[config.mk]
export PLATFORM = sky130hd
export DESIGN_NAME = snes_port_sequencer_flat
export DESIGN_NICKNAME = d
export VERILOG_FILES = /design/src/rtl/snes_port_sequencer_if.sv /design/src/rtl/snes_port_sequencer.sv /design/src/flat_wrapper.sv
export SDC_FILE = /design/constraint.sdc
export NUM_CORES = 1
export LEC_CHECK = 0
export CORE_MARGIN = 8
export CORE_UTILIZATION = 60
export CTS_CLUSTER_SIZE = 24
export DETAILED_ROUTE_END_ITERATION = 7
export GPL_TIMING_DRIVEN = 1
export HOLD_SLACK_MARGIN = 0.02
export PLACE_DENSITY = 0.82
export RECOVER_POWER = 50
export SETUP_SLACK_MARGIN = 0.05
export SLEW_MARGIN = 0
export SYNTH_ARGS = -nofsm -noshare
export SYNTH_HDL_FRONTEND = slang
export SYNTH_SLANG_ARGS = --single-unit
[constraint.sdc]
create_clock -name sys_clk -period 5.95 [get_ports sys_clk]
set_input_delay 0.595 -clock sys_clk [delete_from_list [all_inputs] [get_ports sys_clk]]
set_output_delay 0.595 -clock sys_clk [all_outputs]
set_load 0.01 [all_outputs]
[src/rtl/snes_port_sequencer_if.sv]
// Frame push channel between the host-side frame loader and the port sequencer.
// The loader drives frame_data/frame_valid; a frame transfers when frame_valid && frame_ready.
interface snes_port_sequencer_if;
  logic [15:0] frame_data;
  logic        frame_valid;
  logic        frame_ready;

  modport master (output frame_data, output frame_valid, input frame_ready);
  modport slave  (input frame_data, input frame_valid, output frame_ready);
endinterface

[src/rtl/snes_port_sequencer.sv]
// SNES controller port sequencer: synchronises latch/clock from the console, pops one
// queued frame per latch and shifts it out MSB-first; replays the last frame on underrun.
//
// state   | meaning
// IDLE    | disabled or after reset, line held high
// LATCHED | frame loaded, line shows bit 15, waiting for latch to fall
// SHIFT   | advancing one bit per console clock rising edge
// DONE    | all 16 bits sent, line held low until the next latch
module snes_port_sequencer #(
  parameter int FIFO_DEPTH  = 4,
  parameter int SYNC_STAGES = 2
) (
  input  logic                        sys_clk,
  input  logic                        sys_rst_n,
  input  logic                        enable,
  input  logic                        snes_lat,
  input  logic                        snes_clk,
  output logic                        snes_data,
  snes_port_sequencer_if.slave        frame,
  output logic                        underrun,
  output logic [15:0]                 latch_count,
  output logic                        busy
);

  localparam int PTR_W = (FIFO_DEPTH > 1) ? $clog2(FIFO_DEPTH) : 1;
  localparam int CNT_W = PTR_W + 1;
  localparam logic [CNT_W-1:0] FULL = CNT_W'(FIFO_DEPTH);

  typedef enum logic [1:0] {IDLE, LATCHED, SHIFT, DONE} state_t;

  state_t state, state_d;

  logic [SYNC_STAGES-1:0] lat_sync, clk_sync;
  logic                   lat_hist, clk_hist;
  logic                   lat_s, clk_s;
  logic                   lat_rise, lat_fall, clk_rise;

  logic [15:0]      mem [FIFO_DEPTH];
  logic [PTR_W-1:0] wr_ptr, rd_ptr;
  logic [CNT_W-1:0] count;
  logic             push, pop, queue_empty;

  logic [15:0] shift, shift_d, load_val, last_frame;
  logic [4:0]  bit_cnt;
  logic        load, advance, snes_data_d;

  // Console clock idles high, so its synchroniser resets high to avoid a false edge.
  always_ff @(posedge sys_clk or negedge sys_rst_n) begin
    if (!sys_rst_n) begin
      lat_sync <= '0;
      clk_sync <= '1;
      lat_hist <= 1'b0;
      clk_hist <= 1'b1;
    end else begin
      lat_sync <= {lat_sync[SYNC_STAGES-2:0], snes_lat};
      clk_sync <= {clk_sync[SYNC_STAGES-2:0], snes_clk};
      lat_hist <= lat_s;
      clk_hist <= clk_s;
    end
  end

  assign lat_s    = lat_sync[SYNC_STAGES-1];
  assign clk_s    = clk_sync[SYNC_STAGES-1];
  assign lat_rise = lat_s & ~lat_hist;
  assign lat_fall = ~lat_s & lat_hist;
  assign clk_rise = clk_s & ~clk_hist;

  assign queue_empty       = (count == '0);
  assign frame.frame_ready = (count != FULL);
  assign push              = frame.frame_valid && frame.frame_ready;
  assign pop               = load && !queue_empty;
  assign load_val          = queue_empty ? last_frame : mem[rd_ptr];

  always_ff @(posedge sys_clk) begin
    if (push) mem[wr_ptr] <= frame.frame_data;
  end

  always_ff @(posedge sys_clk or negedge sys_rst_n) begin
    if (!sys_rst_n) begin
      wr_ptr <= '0;
      rd_ptr <= '0;
      count  <= '0;
    end else begin
      if (push) wr_ptr <= wr_ptr + PTR_W'(1);
      if (pop)  rd_ptr <= rd_ptr + PTR_W'(1);
      count <= count + CNT_W'(push) - CNT_W'(pop);
    end
  end

  always_ff @(posedge sys_clk or negedge sys_rst_n) begin
    if (!sys_rst_n) state <= IDLE;
    else            state <= state_d;
  end

  always_comb begin
    state_d     = state;
    load        = 1'b0;
    advance     = 1'b0;
    shift_d     = shift;
    snes_data_d = 1'b1;
    if (!enable) begin
      state_d = IDLE;
    end else if (lat_rise) begin
      load    = 1'b1;
      state_d = LATCHED;
    end else begin
      case (state)
        LATCHED: if (lat_fall) state_d = SHIFT;
        SHIFT: if (clk_rise) begin
          advance = 1'b1;
          if (bit_cnt == 5'd15) state_d = DONE;
        end
        default: ;
      endcase
    end
    if (load)         shift_d = load_val;
    else if (advance) shift_d = {shift[14:0], 1'b0};
    case (state_d)
      LATCHED, SHIFT: snes_data_d = ~shift_d[15];
      DONE:           snes_data_d = 1'b0;
      default:        snes_data_d = 1'b1;
    endcase
  end

  always_ff @(posedge sys_clk or negedge sys_rst_n) begin
    if (!sys_rst_n) begin
      shift       <= '0;
      bit_cnt     <= '0;
      last_frame  <= '0;
      latch_count <= '0;
      underrun    <= 1'b0;
      snes_data   <= 1'b1;
    end else begin
      shift     <= shift_d;
      snes_data <= snes_data_d;
      underrun  <= load && queue_empty;
      if (load) begin
        bit_cnt     <= '0;
        last_frame  <= load_val;
        latch_count <= latch_count + 16'd1;
      end else if (advance) begin
        bit_cnt <= bit_cnt + 5'd1;
      end
    end
  end

  assign busy = (state != IDLE);

endmodule

[src/flat_wrapper.sv]
// flat-port wrapper written by rule: the top's interface ports become plain ports
module snes_port_sequencer_flat 
#(
  parameter int FIFO_DEPTH  = 4,
  parameter int SYNC_STAGES = 2
)
  (sys_clk, sys_rst_n, enable, snes_lat, snes_clk, snes_data, underrun, latch_count, busy, frame_frame_data, frame_frame_valid, frame_frame_ready);
  snes_port_sequencer_if frame_i ();
  input  logic sys_clk;
  input  logic sys_rst_n;
  input  logic enable;
  input  logic snes_lat;
  input  logic snes_clk;
  output logic snes_data;
  output logic underrun;
  output logic [15:0] latch_count;
  output logic busy;
  input wire logic [$bits(frame_i.frame_data)-1:0] frame_frame_data;
  input wire logic [$bits(frame_i.frame_valid)-1:0] frame_frame_valid;
  output wire logic [$bits(frame_i.frame_ready)-1:0] frame_frame_ready;
  assign frame_i.frame_data = frame_frame_data;
  assign frame_i.frame_valid = frame_frame_valid;
  assign frame_frame_ready = frame_i.frame_ready;
  snes_port_sequencer #(.FIFO_DEPTH(FIFO_DEPTH), .SYNC_STAGES(SYNC_STAGES)) u_core (.sys_clk(sys_clk), .sys_rst_n(sys_rst_n), .enable(enable), .snes_lat(snes_lat), .snes_clk(snes_clk), .snes_data(snes_data), .frame(frame_i), .underrun(underrun), .latch_count(latch_count), .busy(busy));
endmodule
Yosys cells after proc, flatten, opt, wreduce, memory -nomap -nowiden
Memory sizes are Yosys's and may differ from the RTL's.
Cells that the tools add are included.
{ "classes": {"addsub": 6, "eq_ne": 7, "muxes": 20, "bitwise": 7, "reduce_logical": 8} }
{ "ops": {"columns": ["op", "n"], "rows": [
  ["$mux 16", 3],
  ["$add 16x1->16 const B", 1],
  ["$mux 2", 5],
  ["$mux 5", 2],
  ["$mux 1", 8],
  ["$eq 2x2->1 const B", 3],
  ["$add 5x1->5 const B", 1],
  ["$eq 5x4->1 const B", 1],
  ["$add 2x1->2 const B", 2],
  ["$eq 2x1->1 const B", 2],
  ["$not 1->1", 4],
  ["$pmux 2 s2", 1],
  ["$reduce_bool 2->1", 2],
  ["$add 3x1->3", 1],
  ["$and 1x1->1", 3],
  ["$logic_and 1x1->1", 3],
  ["$logic_not 3->1", 1],
  ["$ne 3x3->1 const B", 1],
  ["$sub 3x1->3", 1],
  ["$pmux 1 s2", 1],
  ["$reduce_or 2->1", 1],
  ["$logic_not 1->1", 1]
]} }
{ "totals": {"ff_bits": 70, "ramBits": 64, "inputBits": 22, "out_inout_bits": 20, "wordCells": 64, "memories": 1} }
{ "mem_list": {"columns": ["name", "depth", "word_bits", "rd", "rd_ports_with_merged_regs", "wr", "line", "source"], "rows": [
  ["u_core.mem", 4, 16, 1, 0, 1, "snes_port_sequencer.sv:38", "logic [15:0] mem [FIFO_DEPTH];"]
]} }

Logic depth before layout (Yosys ltp)
{ "logic_depth": {"depth_word": 10, "depth_mapped": 12} }

Worst setup path after synthesis
OpenSTA, ideal clock, no wires.
{ "synth_timing": {"path_kind": "input -> register", "start": "input port enable", "end": "register u_core.count[2]", "arrival_ns": 2.502, "t_required_ns": 5.827, "setup_slack_ns": 3.324, "cell_stages": 12, "cell_sequence": "buf_2 and3b_1 buf_2 nand2_2 inv_2 buf_2 ha_1 inv_1 ha_1 fa_1 xnor2_1 xnor2_1"} }
{ "synth_via": {"elab_chain_len": 3} }
{ "synth_rtl": {"columns": ["element", "line", "source"], "rows": [
  ["start, declared", "flat_wrapper.sv:11", "input logic enable;"],
  ["$mux 1", "snes_port_sequencer.sv:101", "if (!enable) begin"],
  ["$logic_and 1x1->1", "snes_port_sequencer.sv:71", "assign pop = load && !queue_empty;"],
  ["via u_core.pop", "snes_port_sequencer.sv:41", "logic push, pop, queue_empty;"],
  ["$sub 3x1->3", "snes_port_sequencer.sv:86", "count <= count + CNT_W'(push) - CNT_W'(pop);"],
  ["end signal, assigned", "snes_port_sequencer.sv:86", null],
  ["end, declared", "snes_port_sequencer.sv:40", "logic [CNT_W-1:0] count;"]
]} }
The timed path passes the listed nets, and every way through them passes these cells.
A chain may end at the register's enable or synchronous reset.

==> impl_metrics.json <==
{
  "outcome": "finished with violations",
  "violations": "capacitance limit, slew limit",
  "layout-drive-gt1-share_pct": 12.3,
  "diodes": 0,
  "yosys.cell_types.count": 46,
  "insertion_delay_ns": 0.52,
  "crit_family": "buffers and inverters",
  "firstDrtPassIters": 4,
  "leakage_nw": 2.70,
  "synth_edf_count": 64,
  "fmax_mhz": 288,
  "r2r_end": "u_core.count[2]$_DFF_PN0_",
  "muxShareOfSynthArea_pct": 7.40,
  "hp-class": "flip-flop to flip-flop",
  "syn_inst": 380,
  "wire_per_inst_um": 17.8,
  "r2r_slack_ns": 3.15,
  "finalClockSkew_ns": 0.0155,
  "grt_max_degree": 71,
  "netlist.area_leader.share_pct": 35.2,
  "finalCritPeriodShare_pct": 58.4,
  "cts.sinks": 134,
  "dieWidth_um": 111,
  "cts-hold-fix-buffers": 0,
  "cp_cell_sequence": "buf_2 -> clkbuf_1",
  "via_per_inst": 5.76,
  "initial_core_util_pct": 60.5,
  "grt_pass1_wl_um": 16800,
  "critPathCaptureType": "asynchronous set/reset pin",
  "cts_buffers": 17,
  "p_per_area_nw_per_um2": 451,
  "routed_wl_um": 9820,
  "yosysMostFrequentCell": "nand2_1",
  "worstSetupStartpointType": "input port",
  "die_area_um2": 12400,
  "whs_endpoint": "u_core.clk_sync[1]$_DFF_PN1_",
  "place.gp.congestion": 0.778,
  "pin_count": 42,
  "antenna_found_initial": 0,
  "synthAdderAreaFrac_pct": 3.58,
  "tightest_slew_ns": 3.63,
  "worst_path_largest_cell_delay_ns": 2.53,
  "post-route-util_pct": 72.0,
  "synth.largest_area_cell": "edfxtp_1",
  "hp-start": "u_core.clk_sync[0]$_DFF_PN1_",
  "core_um2": 9020,
  "reg2reg_depth": 9,
  "synth_top_family_by_area": "simple AND/OR/NAND/NOR gates",
  "maxSlewViolCount": 71,
  "ys_ff_latch": 134,
  "cts_setup_buffers": 0,
  "fin_crit_ns": 3.47,
  "hold_depth": 0,
  "die_height_um": 111,
  "drc": 0,
  "synth_compound_area_share_pct": 3.90,
  "synth-xor-area-share_pct": 3.37,
  "synth-simple-area-share_pct": 11.8,
  "finalPower_w": 0.00293,
  "floorplan.rows": 35,
  "cts-root-buf": "clkbuf_8",
  "ctsResizeCount": 0,
  "setup_violations": 0,
  "clk_pin_slew_ns": 0.06,
  "worstSetupPathType": "input port to asynchronous set/reset pin",
  "cts_htree_levels": 4,
  "ys_top_cells_by_count": "70 x nand2_1, 66 x dfrtp_1, 64 x edfxtp_1",
  "dp_hpwl_um": 6200,
  "slew_headroom_pct": -142,
  "vias": 3172,
  "cp.required_ns": 5.74,
  "startpoint": "sys_rst_n",
  "avgSynthCellArea_um2": 14.4,
  "synth_area_um2": 5460,
  "hold-worst-slack_ns": 0.353,
  "finalHoldViolations": 0,
  "fin_setup_tns_ns": 0,
  "seq_area_frac_synth_pct": 67.4,
  "rr_startpoint": "u_core.lat_hist$_DFF_PN0_",
  "cp.arrival_ns": 3.26,
  "ant_nets": 0,
  "async_reset_ff_share_pct": 52.2,
  "io_buffer_count": 41,
  "crit_path_max_fanout": 70,
  "cts_tree": "done",
  "synth_nets": 417,
  "maxCapViolCount": 1,
  "layout.nets": 464,
  "rsz0062_at_grt": "no",
  "critPathBufInv": 2,
  "ys_warn_count": 0,
  "cp_slowest_cell": "clkbuf_1",
  "overflow": 0,
  "clockBufferDepth": 2,
  "synth.area.top_cells": "edfxtp_1 35%, dfrtp_1 30%, nand2_1 4.8%",
  "grt_usage_pct": 16.9,
  "grt_pass1_vias": 3406,
  "dominantRegCellSynth": "dfrtp_1",
  "drt_iter0_markers": 238,
  "ir_drop_v": 0.000346,
  "area_delta_synth_final_pct": 19.0
}
[cell usage in the layout, fill, tap and decap left out, types with 4 or more instances in the layout]
cell             netlist  final
inv_1                 14     14
inv_6                  0      5
nand2_1               70     70
a22oi_1               13     13
dlygate4sd3_1          0     19
dfrtp_1               66     66
nand3_1               23     23
and3_1                 8      8
clkdlybuf4s50_1        0     21
and4_1                 5      5
xor2_1                 4      4
nand4_1                7      7
dfstp_2                4      4
mux4_2                10     10
xnor2_1               17     17
mux4_1                 6      6
edfxtp_1              64     64
clkbuf_16              0     16
inv_8                  0      4
ha_1                  14     14
[flip-flops by register name (all words and copies together), names as in the netlist, 3 cells and up]
register            flops
u_core.bit_cnt          5
u_core.shift           16
u_core.last_frame      16
u_core.mem             64
u_core.latch_count     16
u_core.count            3
[logic make-up after synthesis]
family	after synthesis
xor+xnor	21
compound gates	30
flops	134
simple gates	133
fa+ha+maj	15
buf+inv	29
mux	18
[layer usage]
metal	part of all wire (%)	vias up	routed length [um]	GRT usage (%)
met3	3.8	10	377	5.00
li1	-	1482	-	-
met4	1.0	0	99	7.29
met1	44	1603	4330	20.2
met2	51	77	5020	27.9
met5	0	-	0	0
[report_power, final]
group / internal [W] / switching (W)
clock network: 0.000573 / 0.000431
registers: 0.00122 / 0.000174
logic: 0.000283 / 0.000248
total: 0.00208 / 0.000854
[per-stage QoR]
| step | instance area [um^2] | setup slack [ns] | instances |
|---|---|---|---|
| floorplan | 5460 | 3.32 | 380 |
| global route | 6500 | 1.77 | 551 |
| detailed placement | 5930 | 2.35 | 519 |
| global placement | 5930 | 2.50 | 519 |
| finish | 6500 | 2.48 | 551 |
| CTS | 6500 | 2.84 | 551 |
[worst max path at each step]
stage / end / slack, ns / cells after the start
after global routing: u_core.count[1]$_DFF_PN0_ / 1.77 / 2
final: u_core.latch_count[9]$_DFFE_PN0P_ / 2.48 / 2
after floorplan: u_core.count[2]$_DFF_PN0_ / 3.32 / 12
after detailed placement: u_core.count[2]$_DFF_PN0_ / 2.35 / 10
after global placement: u_core.count[2]$_DFF_PN0_ / 2.50 / 10
after CTS: u_core.count[2]$_DFF_PN0_ / 2.84 / 10
[cell type report]
class | count | area, um^2
clock buffers | 17 | 414
clock inverters | 15 | 158
fillers | 575 | 2520
inverters | 15 | 56.3
multi-input cells | 217 | 1640
flip-flops and latches | 134 | 3680
well taps | 111 | 139
repair buffers | 42 | 409
Note: power is estimated with default switching activity, not from simulation.
